[config.mk]
export PLATFORM = sky130hd
export DESIGN_NAME = calc_operand_stack
export DESIGN_NICKNAME = d
export VERILOG_FILES = /design/src/rtl/calc_pkg.sv /design/src/rtl/calc_lifo.sv /design/src/rtl/calc_operand_stack.sv
export SDC_FILE = /design/constraint.sdc
export NUM_CORES = 1
export LEC_CHECK = 0
export CAP_MARGIN = 10
export CELL_PAD_IN_SITES_DETAIL_PLACEMENT = 0
export CELL_PAD_IN_SITES_GLOBAL_PLACEMENT = 1
export CORE_MARGIN = 5
export CORE_UTILIZATION = 35
export DETAILED_ROUTE_END_ITERATION = 6
export DONT_BUFFER_PORTS = 1
export PLACE_DENSITY_LB_ADDON = 0.25
export SKIP_LAST_GASP = 1
export SLEW_MARGIN = 20
export SYNTH_ARGS = -nofsm -noshare
export SYNTH_HDL_FRONTEND = slang
export SYNTH_SLANG_ARGS = --single-unit
[constraint.sdc]
create_clock -name clock -period 4.7 [get_ports clock]
set_input_delay 0.705 -clock clock [delete_from_list [all_inputs] [get_ports clock]]
set_output_delay 0.705 -clock clock [all_outputs]
set_load 0.02 [all_outputs]
[src/rtl/calc_pkg.sv]
// Shared types and defaults for the calculator operand-entry logic.
package calc_pkg;

  typedef enum logic {
    EDIT = 1'b0,
    FLOW = 1'b1
  } mode_t;

  localparam int WIDTH_DEF = 16;
  localparam int DEPTH_DEF = 4;

endpackage

[src/rtl/calc_lifo.sv]
// Pending-operand LIFO; push/pop act on the sampling edge, top is read combinationally.
module calc_lifo #(
  parameter int WIDTH = 16,
  parameter int DEPTH = 4
) (
  input  logic                         clock,
  input  logic                         reset,
  input  logic                         push,
  input  logic                         pop,
  input  logic [WIDTH-1:0]             din,
  output logic [WIDTH-1:0]             dout,
  output logic [$clog2(DEPTH+1)-1:0]   count,
  output logic                         full,
  output logic                         empty
);

  localparam int CW = $clog2(DEPTH + 1);
  localparam int AW = $clog2(DEPTH);

  logic [WIDTH-1:0] mem [DEPTH];
  logic [AW-1:0]    wr_idx;
  logic [AW-1:0]    rd_idx;

  assign wr_idx = AW'(count);
  assign rd_idx = AW'(count - CW'(1));
  assign full   = (count == CW'(DEPTH));
  assign empty  = (count == '0);
  assign dout   = empty ? '0 : mem[rd_idx];

  // Storage carries no reset; only count decides what is visible.
  always_ff @(posedge clock) begin
    if (push && !full) mem[wr_idx] <= din;
  end

  always_ff @(posedge clock or negedge reset) begin
    if (!reset) begin
      count <= '0;
    end else if (push && !full) begin
      count <= count + CW'(1);
    end else if (pop && !empty) begin
      count <= count - CW'(1);
    end
  end

endmodule

[src/rtl/calc_operand_stack.sv]
// Calculator key decoder and operand-entry FSM in front of the pending-operand LIFO.
//  state | meaning
//  EDIT  | digits append to entry
//  FLOW  | entry shows a result/pushed value; next digit starts a new operand
module calc_operand_stack
  import calc_pkg::*;
#(
  parameter int WIDTH = WIDTH_DEF,
  parameter int DEPTH = DEPTH_DEF
) (
  input  logic                         clock,
  input  logic                         reset,
  input  logic                         newhex,
  input  logic                         newop,
  input  logic                         eq,
  input  logic                         bs,
  input  logic                         clr,
  input  logic                         neg,
  input  logic [3:0]                   hexcode,
  input  logic [WIDTH-1:0]             answer,
  output logic [WIDTH-1:0]             entry,
  output logic [WIDTH-1:0]             top,
  output logic [$clog2(DEPTH+1)-1:0]   count,
  output logic                         full,
  output logic                         empty,
  output logic                         err
);

  localparam int NDIG_MAX = WIDTH / 4;
  localparam int NW       = $clog2(NDIG_MAX + 1);

  mode_t         mode;
  logic [NW-1:0] ndig;
  logic          push;
  logic          pop;

  // eq outranks newop, so a simultaneous newop must not push.
  assign push = newop && !eq;
  assign pop  = eq;

  calc_lifo #(
    .WIDTH (WIDTH),
    .DEPTH (DEPTH)
  ) u_lifo (
    .clock (clock),
    .reset (reset),
    .push  (push),
    .pop   (pop),
    .din   (entry),
    .dout  (top),
    .count (count),
    .full  (full),
    .empty (empty)
  );

  always_ff @(posedge clock or negedge reset) begin
    if (!reset) begin
      entry <= '0;
      ndig  <= '0;
      mode  <= EDIT;
      err   <= 1'b0;
    end else begin
      err <= 1'b0;
      if (eq) begin
        entry <= answer;
        mode  <= FLOW;
      end else if (newop) begin
        mode <= FLOW;
        err  <= full;
      end else if (clr) begin
        entry <= '0;
        ndig  <= '0;
        mode  <= EDIT;
      end else if (bs) begin
        entry <= {4'h0, entry[WIDTH-1:4]};
        if (ndig != '0) ndig <= ndig - NW'(1);
        mode  <= EDIT;
      end else if (neg) begin
        entry <= -entry;
      end else if (newhex) begin
        if (mode == FLOW) begin
          entry <= {{(WIDTH-4){1'b0}}, hexcode};
          ndig  <= (hexcode != 4'h0) ? NW'(1) : '0;
          mode  <= EDIT;
        end else if (ndig < NW'(NDIG_MAX)) begin
          entry <= {entry[WIDTH-5:0], hexcode};
          // Leading zeros are not significant digits.
          if (!(entry == '0 && hexcode == 4'h0)) ndig <= ndig + NW'(1);
        end else begin
          err <= 1'b1;
        end
      end
    end
  end

endmodule

Word-level counts from Yosys, hierarchy flattened
Memory sizes are Yosys's and may differ from the RTL's.
Index checks and enable logic that the tools add are counted.

storage, ports and cells
  input port bits = 28
  output and inout bits = 38
  memories = 1
  memory bits (writable) = 64
  word-level logic and storage cells = 77
  bits in registers = 24

memory list
  name        words  width  read ports  clocked after memory_dff  write ports  RTL line         RTL
  u_lifo.mem  4      16     1           0                         1            calc_lifo.sv:20  logic [WIDTH-1:0] mem [DEPTH];

cells by class
  eq/ne operators = 6
  add/subtract/negate cells = 5
  reduce and logical (&&, ||, !) cells = 21
  muxes and demuxes = 36
  bitwise logic cells = 2
  order comparisons = 1

operators by type and width
  cell                 number
  $mux 16              9
  $mux 3               10
  $mux 1               17
  $logic_not 16->1     1
  $neg 16->16          1
  $reduce_bool 5->1    2
  $reduce_bool 4->1    2
  $reduce_and 7->1     1
  $add 3x1->3 const B  2
  $reduce_bool 3->1    2
  $reduce_bool 6->1    1
  $sub 3x1->3 const B  2
  $ne 5x5->1 const B   1
  $logic_and 1x1->1    4
  $logic_not 4->1      1
  $ne 4x4->1 const B   1
  $eq 3x3->1 const B   1
  $logic_not 1->1      3
  $logic_not 3->1      1
  $lt 3x3->1 const B   1
  $ne 3x1->1 const B   1
  $ne 3x3->1 const B   1
  $reduce_and 3->1     1
  $ne 2x1->1 const B   1
  other kinds (3)      4

Depth between registers and ports, before layout
Gate-level depths: netlist of the first run.

  word-level depth = 9
  depth in mapped cells = 9
  mapped depth without buffers = 7

Hierarchy
Synthesis of the first run repeated with hierarchy kept, for this count alone.

second synthesis, totals
  cells, all modules = 374
  area total of the unflattened synthesis = 4576.9 um^2

by module, submodules not included
  module              seq. area each (um^2)  area an instance (um^2)  times used  cells an instance
  calc_lifo           1996.9                 2697.6                   1           132
  calc_operand_stack  525.5                  1879.3                   1           242

Worst setup path before layout of the first run
Ideal clock, no wire load.

  path type = register to output
  start = register u_lifo.count[0]
  end = output top[10]
  required time = 3.995 ns
  path slack = 1.289 ns
  stages on the path, launching flop included = 9
  path buffers = 4
  arrival time = 2.706 ns
  path through = dfrtp_1 buf_2 buf_2 inv_1 ha_1 clkbuf_1 buf_1 mux4_2 nor2b_1

on the way
  longest elaborated chain between the ends = 3
  elaborated cells on any way between the ends = 4
  classes of those cells = add/sub: 1; mux: 1; reduce/logical: 1; memory: 1

ends and longest elaborated chain
  item                        RTL line                  RTL
  start: declaration          calc_lifo.sv:12           output logic [$clog2(DEPTH+1)-1:0] count,
  start signal: assignment    calc_lifo.sv:39           count <= count + CW'(1);
  start signal: assignment    calc_lifo.sv:41           count <= count - CW'(1);
  $sub 3x1->3                 --
  named net u_lifo.rd_idx[0]  calc_lifo.sv:22           logic [AW-1:0] rd_idx;
  $mem_v2 4x16                --
  $mux 16                     calc_lifo.sv:28           assign dout = empty ? '0 : mem[rd_idx];
  end: declaration            calc_operand_stack.sv:22  output logic [WIDTH-1:0] top,

The timed path passes the listed nets, and every way through them passes these cells.

Worst setup path in the final report of the first run
  start = register u_lifo.count[0]
  end = output top[0]

The elaborated chain is that of the path after synthesis.

==> flow_summary.yaml, run 1 <==
run_status:
  status: "finished clean"
floorplan:
  core_sq_mm: 0.0126
  rows: 41
  die-width_microns: 123
  die_y_microns: 123
  die_area_sq_mm: 0.0152
  io_pins: 66
  start_util: 0.356
power_and_ir_drop:
  total_power_mw: 2.60
  irDropWorstVdd_v: 0.000155
  p_leak_nw: 1.66
  powerDensity_mw_per_mm2: 529
finish:
  post-route-util: 0.389
  area_delta_synth_final_pct: 9.22
  final_cell_area_sq_mm: 0.00490
  stdcell_count: 527
  nets: 388
  layout-drive-gt1-share: 0.124
  n_antenna_cell: 0
sta:
  max_slew.worst_pin.slew_ns: 0.910
  fmax_mhz: 289
  holdWs_ns: 0.0501
  rsz0062_at_grt: "false"
  setup_slack_ns: 1.24
  timing.final.hold_violations: 0
  setup_viol: 0
  period_needed_ns: 3.46
  finalCritPeriodShare: 0.737
  max_slew_margin: 0.393
  tns_ns: 0
  slew_viol_final: 0
  skew_ns: 0.0105
grt:
  grt_pass1_wl_microns: 18300
  grt-ovfl-total: 0
  antenna_found_initial: 0
  grt_max_degree: 32
  grt_pass1_vias: 3086
  gr-usage-all-layers: 0.163
clock_network:
  h-tree-depth: 3
  clk_path_buf_depth: 2
  cts_buffers: 9
  cts.sink_count: 88
  clkLatencyLatePin_ns: 0.34
  clk_pin_slew_ns: 0.07
  post_cts_buffers: 0
  cts_tree: "done"
  hold_buffers: 0
  cts_resized: 0
  cts_root_buf: "clkbuf_16"
route:
  wl_per_cell_microns: 22.2
  vias: 2993
  drt_iter0_drc: 282
  wirelength_microns: 11700
  post-route-drc-count: 0
  viasPerCell: 5.68
  firstDrtPassIters: 4
  ant_nets: 0
logic_synthesis:
  yosys_warnings: 0
  ys_ff_latch: 88
  synth.most_common_cell: "edfxtp_1"
  synth_top_cell_by_area: "edfxtp_1"
  synth_area_leaders: "edfxtp_1, dfrtp_1, mux4_2"
  async_flop_share: 0.273
  synth_edf_count: 64
  synthFlopType: "edfxtp_1"
  synth.avg_cell_area_sq_um: 12.5
  seq_area_frac_synth: 0.562
  synthDominantCellAreaShare: 0.428
  synth_common_cells: "edfxtp_1, dfrtp_1, nor2b_1, nand2_1, nor2_1"
  synth_nets: 396
  synth_area_sq_mm: 0.00449
  synth_cell_types: 61
  synthCells: 358
setup_path:
  critical_path_class: "register to output pin"
  worstSetupStartpoint: "u_lifo.count[0]$_DFFE_PN0P_"
  r2r_cells: 8
  required_ns: 3.99
  arrival_ns: 2.76
  regToRegSetupSlack_ns: 1.72
  r2r-start: "u_lifo.count[0]$_DFFE_PN0P_"
  crit_path_start_kind: "register"
  critPathCapture: "top[0]"
  reg2reg_to: "u_lifo.count[2]$_DFFE_PN0P_"
  end_kind: "output pin"
  path_max_fanout: 21
place:
  pre_cts_ws_ns: 1.50
  portBuffers: 0
  dp_cells: 511
  dpl.hpwl_microns: 7820
  finalWeightedCongestion: 0.783
  place_area_sq_mm: 0.00462
worst_hold_path:
  hp-class: "input pin to asynchronous set/reset pin"
job:
  max_cap_violations: 0
critical path, stage by stage, from the launching register on:
cell	delay (ns)
dfrtp_1	0.33
buf_4	0.39
inv_1	0.13
ha_1	0.85
mux4_2	0.36
nor2b_1	0.36
flip-flops by register name, indices dropped and copies added, names as in the netlist:
| name | flops |
|---|---|
| entry | 16 |
| err | 1 |
| mode | 1 |
| ndig | 3 |
| u_lifo.count | 3 |
| u_lifo.mem | 64 |
layer usage:
layer,global-route usage,share of wire,vias up
li1,-,-,1368
met1,0.214,0.43,1523
met2,0.254,0.47,94
met3,0.0640,0.085,8
met4,0.0436,0.011,0
met5,0,0,-
how the worst min path moves through the flow:
stage               start                    to  slack, ns  depth (start not counted)
floorplan           reset  entry[0]$_DFFE_PN0P_       0.41                          0
global placement    reset   ndig[0]$_DFFE_PN0P_       0.41                          0
detailed placement  reset   ndig[0]$_DFFE_PN0P_       0.41                          0
CTS                 reset   ndig[0]$_DFFE_PN0P_       0.03                          0
global route        reset   ndig[0]$_DFFE_PN0P_       0.02                          0
finish              reset   ndig[0]$_DFFE_PN0P_       0.05                          0
report_power, final:
group	leakage [nW]	internal (mW)	switching, mW
Clock	0.135	0.367	0.309
Combinational	0.648	0.340	0.511
Sequential	0.877	0.945	0.125
cells in the final DEF, fill, tap and decap left out, types with 10 or more instances in the layout:
cell,instances
a21oi_1,13
dfrtp_1,24
edfxtp_1,64
ha_1,10
inv_1,10
mux4_2,16
nand2_1,20
nor2_1,19
nor2b_1,23
nor3_1,10
o21ai_0,16
cells by family after synthesis:
group	after synthesis	share of synthesized area
adder cells (fa/ha/maj)	10	0.0279
multiplexers	19	0.0869
XOR/XNOR	5	0.00975
AND/OR/NAND/NOR	125	0.157
flip-flops	88	0.562
AO/OA/AOI/OAI	81	0.128
buffers and inverters	30	0.0287
final cells by class:
type,count,area [sq um]
clock buffer,10,229
clock inverter,6,53.8
fill,1242,7710
timing repair buffer,1,7.51
multi-input combinational,240,1840
tap,172,215
inverter,10,37.5
sequential,88,2520
No activity file was read; power rests on OpenSTA's default activity.
==> run 2: changes to the inputs <==
==> constraint.sdc (replaced) <==
create_clock -name clock -period 2.8 [get_ports clock]
set_input_delay 0.42 -clock clock [delete_from_list [all_inputs] [get_ports clock]]
set_output_delay 0.42 -clock clock [all_outputs]
set_load 0.02 [all_outputs]
==> run 2 against run 1 <==
  * Clock skew fell by 0.0021 ns
  * Critical endpoint is now top[15]
  * Combinational power increased by 110%
  * Worst setup slack worse by 1.0 ns
==> flow_summary.yaml, run 2 (synthesis gave the netlist of run 1 again) <==
floorplan:
  die-width_microns: 123
  die_area_sq_mm: 0.0152
  core_sq_mm: 0.0126
  start_util: 0.356
  die_y_microns: 123
  io_pins: 66
  rows: 41
clock_network:
  cts_tree: "done"
  cts_buffers: 9
  clkLatencyLatePin_ns: 0.34
  cts.sink_count: 88
  h-tree-depth: 3
  clk_path_buf_depth: 2
  cts_root_buf: "clkbuf_16"
  clk_pin_slew_ns: 0.06
route:
  vias: 3159
  wirelength_microns: 12600
  firstDrtPassIters: 4
  post-route-drc-count: 0
  drt_iter0_drc: 215
  ant_nets: 0
  viasPerCell: 5.63
  wl_per_cell_microns: 22.4
sta:
  skew_ns: 0.00843
  max_slew.worst_pin.slew_ns: 0.671
  finalCritPeriodShare: 0.932
  setup_slack_ns: 0.190
  slew_viol_final: 0
  setup_viol: 0
  fmax_mhz: 383
  timing.final.hold_violations: 0
  period_needed_ns: 2.61
  tns_ns: 0
  max_slew_margin: 0.552
  rsz0062_at_grt: "false"
place:
  finalWeightedCongestion: 0.809
  pre_cts_ws_ns: 0.382
  dpl.hpwl_microns: 8710
  portBuffers: 0
finish:
  fill_cells: 1241
  largest_reg_flops: 64
  post-route-util: 0.416
  largest-register: "u_lifo.mem"
  top_regs: "u_lifo.mem x64, entry x16"
  area_delta_synth_final_pct: 16.9
  layout_commonest_cell: "edfxtp_1"
  nets: 422
  most-common-layout-cells: "edfxtp_1, buf_4, dfrtp_1"
  n_antenna_cell: 0
  layout-drive-gt1-share: 0.219
run_status:
  status: "finished clean"
setup_path:
  regToRegSetupSlack_ns: 0.38
  crit_path_start_kind: "register"
  end_kind: "output pin"
  critical_path_class: "register to output pin"
  required_ns: 2.38
  path_max_fanout: 11
  arrival_ns: 2.19
power_and_ir_drop:
  p_leak_nw: 1.86
  irDropWorstVdd_v: 0.000478
  powerDensity_mw_per_mm2: 923
grt:
  antenna_found_initial: 0
  grt_pass1_wl_microns: 19600
  gr-usage-all-layers: 0.175
  grt-ovfl-total: 0
  grt_pass1_vias: 3339
  grt_max_degree: 32
worst_hold_path:
  hp-class: "input pin to register"
job:
  max_cap_violations: 0
run 2: changes by cell type in the layout (fill, tap and decap cells not counted), sizes merged:
| cell | change |
|---|---|
| clkbuf | -1 |
| buf | +33 |
| inv | -1 |
| dlygate4sd3 | +1 |
| bufinv | +2 |
run 2: report_power, final:
group	leakage, nW	switching, mW	internal [mW]	total, mW
combinational	0.834	0.990	0.805	1.79
sequential	0.877	0.166	1.58	1.75
clock	0.153	0.516	0.783	1.30
total	1.86	1.67	3.17	4.84
run 2: final cells by class:
| type | instances | area [sq um] | area share |
|---|---|---|---|
| Clock inverter | 7 | 95.1 | 0.0181 |
| Tap cell | 172 | 215 | 0.0410 |
| Inverter | 10 | 37.5 | 0.00715 |
| Timing Repair Buffer | 35 | 290 | 0.0553 |
| Clock buffer | 9 | 225 | 0.0429 |
| Sequential cell | 88 | 2520 | 0.481 |
| Multi-Input combinational cell | 240 | 1860 | 0.355 |
run 2: repair_timing:
| item | 4_1_cts | 5_1_grt |
|---|---|---|
| setup endpoints to repair | 0 | 9 |
| gates resized for setup | 0 | 1 |
| endpoints found under the hold margin | 24 | 0 |
| hold buffers | 2 | 0 |
| setup buffers | 0 | 0 |
run 2: path summary, 6_finish.rpt:
check,from,endpoint,cells past startpoint
max reg2reg,u_lifo.count[1]$_DFFE_PN0P_,u_lifo.mem[0][13]$_DFFE_PP_,6
min,eq,err$_DFF_PN0_,1
min reg2reg,ndig[1]$_DFFE_PN0P_,ndig[1]$_DFFE_PN0P_,2
max in group asynchronous,reset,entry[15]$_DFFE_PN0P_,2
max,u_lifo.count[1]$_DFFE_PN0P_,top[15],6
min in group asynchronous,reset,ndig[0]$_DFFE_PN0P_,2
run 2: worst max-delay path, stage by stage (launching register included):
cell and delay (ns):
dfrtp_1 0.54, inv_1 0.12, ha_1 0.32, buf_4 0.22, mux4_2 0.33, nor2b_1 0.15
buf_4 0.18
run 2: metal layers:
metal / share of wire / up-vias / routed length, microns / global-route usage
met2: 0.49 / 97 / 6220 / 0.285
li1: - / 1438 / - / -
met5: 0 / - / 0 / 0
met4: 0.0090 / 0 / 113 / 0.0408
met3: 0.079 / 9 / 993 / 0.0567
met1: 0.42 / 1615 / 5250 / 0.229
run 2: stage by stage:
stage	cell area (sq um)	hold slack [ns]	total power [mW]	std cells
4_1_cts	5250	0.127	4.92	561
2_1_floorplan	4520	0.124	3.06	358
6_report	5250	0.164	4.84	561
3_3_place_gp	4890	0.126	3.58	543
3_5_place_dp	4890	0.126	3.60	543
5_1_grt	5250	0.125	5.10	561
==> run 3: changes to the inputs <==
--- a/config.mk
+++ b/config.mk
@@ -6,15 +6,12 @@
 export NUM_CORES = 1
 export LEC_CHECK = 0
 export CAP_MARGIN = 10
-export CELL_PAD_IN_SITES_DETAIL_PLACEMENT = 0
-export CELL_PAD_IN_SITES_GLOBAL_PLACEMENT = 1
 export CORE_MARGIN = 5
 export CORE_UTILIZATION = 35
 export DETAILED_ROUTE_END_ITERATION = 6
 export DONT_BUFFER_PORTS = 1
 export PLACE_DENSITY_LB_ADDON = 0.25
 export SKIP_LAST_GASP = 1
-export SLEW_MARGIN = 20
 export SYNTH_ARGS = -nofsm -noshare
 export SYNTH_HDL_FRONTEND = slang
 export SYNTH_SLANG_ARGS = --single-unit
==> run 3 against run 2 <==
  * Combinational power rose by 2%
  * Non-clock buffer count fell by 3
  * Maximum frequency rose by 4.2%
  * Cell area fell by 0.72%
  * Total power decreased by 1.5%
  * Via count is 1.4% lower
  * Critical path depth decreased by 1
  * Clock skew is 0.0027 ns higher
  * Wire length fell by 2.2%
  * Clock power decreased by 8%
  * Worst setup slack improved by 0.11 ns
  * Die area is the same
  * Critical path type unchanged
==> flow_summary.yaml, run 3 (synthesis gave the netlist of run 1 again) <==
setup_path:
  worst_path_largest_cell_delay_ns: 0.76
  critical_path_class: "register to output pin"
  cpMostUsedCell: "ha_1"
  arrival_ns: 2.08
  crit_chain: "inv_1 -> ha_1 -> ha_1 -> nor2b_1 -> buf_4"
  crit_path_start_kind: "register"
  r2r-start: "entry[0]$_DFFE_PN0P_"
  required_ns: 2.38
  critPathTopFamily: "adder cells"
  end_kind: "output pin"
  cp.buffers_inverters: 2
  crit_path_top_delay_cell: "ha_1"
  worstSetupStartpoint: "u_lifo.count[0]$_DFFE_PN0P_"
  path_max_fanout: 18
sta:
  fmax_mhz: 399
  setup_slack_ns: 0.296
  max_slew_margin: 0.400
  holdWs_ns: 0.155
  rsz0062_at_grt: "false"
  timing.final.hold_violations: 0
  max_slew.worst_pin.slew_ns: 0.899
  setup_viol: 0
  period_needed_ns: 2.50
  tns_ns: 0
  skew_ns: 0.0112
  finalCritPeriodShare: 0.894
  slew_viol_final: 0
finish:
  top_regs: "u_lifo.mem x64, entry x16"
  largest_reg_flops: 64
  layout_commonest_cell: "edfxtp_1"
  layout-drive-gt1-share: 0.210
  n_antenna_cell: 0
  stdcell_count: 558
  largest-register: "u_lifo.mem"
  most-common-layout-cells: "edfxtp_1, buf_4, dfrtp_1"
  area_delta_synth_final_pct: 16.0
  nets: 419
grt:
  grt-ovfl-total: 0
  grt_max_degree: 32
  gr-usage-all-layers: 0.167
  grt_pass1_wl_microns: 19000
  antenna_found_initial: 0
  grt_pass1_vias: 3236
run_status:
  status: "finished clean"
job:
  max_cap_violations: 0
floorplan:
  die_y_microns: 123
  rows: 41
  start_util: 0.356
  core_sq_mm: 0.0126
  io_pins: 66
  die-width_microns: 123
  die_area_sq_mm: 0.0152
route:
  wl_per_cell_microns: 22.0
  viasPerCell: 5.58
  drt_iter0_drc: 255
  firstDrtPassIters: 4
  wirelength_microns: 12300
  post-route-drc-count: 0
  vias: 3115
  ant_nets: 0
clock_network:
  cts_tree: "done"
  cts.sink_count: 88
  clk_pin_slew_ns: 0.07
  clkLatencyLatePin_ns: 0.34
  cts_root_buf: "clkbuf_16"
  cts_buffers: 9
  h-tree-depth: 3
  clk_path_buf_depth: 2
worst_hold_path:
  min-delay-start: "eq"
  hp-class: "input pin to register"
power_and_ir_drop:
  total_power_mw: 4.77
  powerDensity_mw_per_mm2: 915
  irDropWorstVdd_v: 0.000337
  p_leak_nw: 1.84
place:
  dp_cells: 540
  finalWeightedCongestion: 0.829
  portBuffers: 0
  pre_cts_ws_ns: 0.491
  dpl.hpwl_microns: 8680
run 3: cell count changes in the layout (fill, tap and decap cells not counted), sizes merged:
cell / previous run / this run
buf: 34 / 31
clkinv: 3 / 4
bufinv: 2 / 1
run 3: per-stage QoR:
step / area, sq um / util
2_1_floorplan: 4520 / -
5_1_grt: 5210 / 0.413
3_3_place_gp: 4880 / 0.387
3_5_place_dp: 4880 / 0.387
6_report: 5210 / 0.413
4_1_cts: 5210 / 0.413
run 3: path summary, 6_finish.rpt:
| kind | end | slack, ns | depth (start not counted) |
|---|---|---|---|
| max reg2reg | entry[15]$_DFFE_PN0P_ | 0.48 | 6 |
| max | top[6] | 0.30 | 5 |
| min | err$_DFF_PN0_ | 0.15 | 1 |
| max in group asynchronous | entry[15]$_DFFE_PN0P_ | 2.13 | 2 |
| min reg2reg | ndig[1]$_DFFE_PN0P_ | 0.58 | 2 |
| min in group asynchronous | ndig[0]$_DFFE_PN0P_ | 0.50 | 2 |
run 3: power by group:
group | internal (mW) | switching [mW] | leakage [nW]
clock network | 0.692 | 0.510 | 0.142
logic | 0.811 | 1.02 | 0.823
registers | 1.58 | 0.155 | 0.877
total | 3.09 | 1.68 | 1.84
run 3: layout make-up:
class,count,area (sq um)
Clock buffer,9,225
Clock inverter,7,70.1
Fill cell,1230,7410
Inverter,10,37.5
Multi-Input combinational cell,240,1860
Sequential cell,88,2520
Tap cell,172,215
Timing Repair Buffer,32,280
run 3: metal layers:
metal	vias up	global-route usage	share of wire
met1	1563	0.215	0.42
met5	-	0	0
met3	8	0.0462	0.074
met2	107	0.277	0.50
met4	0	0.0484	0.0093
li1	1437	-	-
run 3: what timing repair did:
action | CTS | global route
setup buffers | 0 | 0
gates resized for setup | 0 | 0
hold endpoints to repair | 24 | 0
hold buffers | 2 | 0
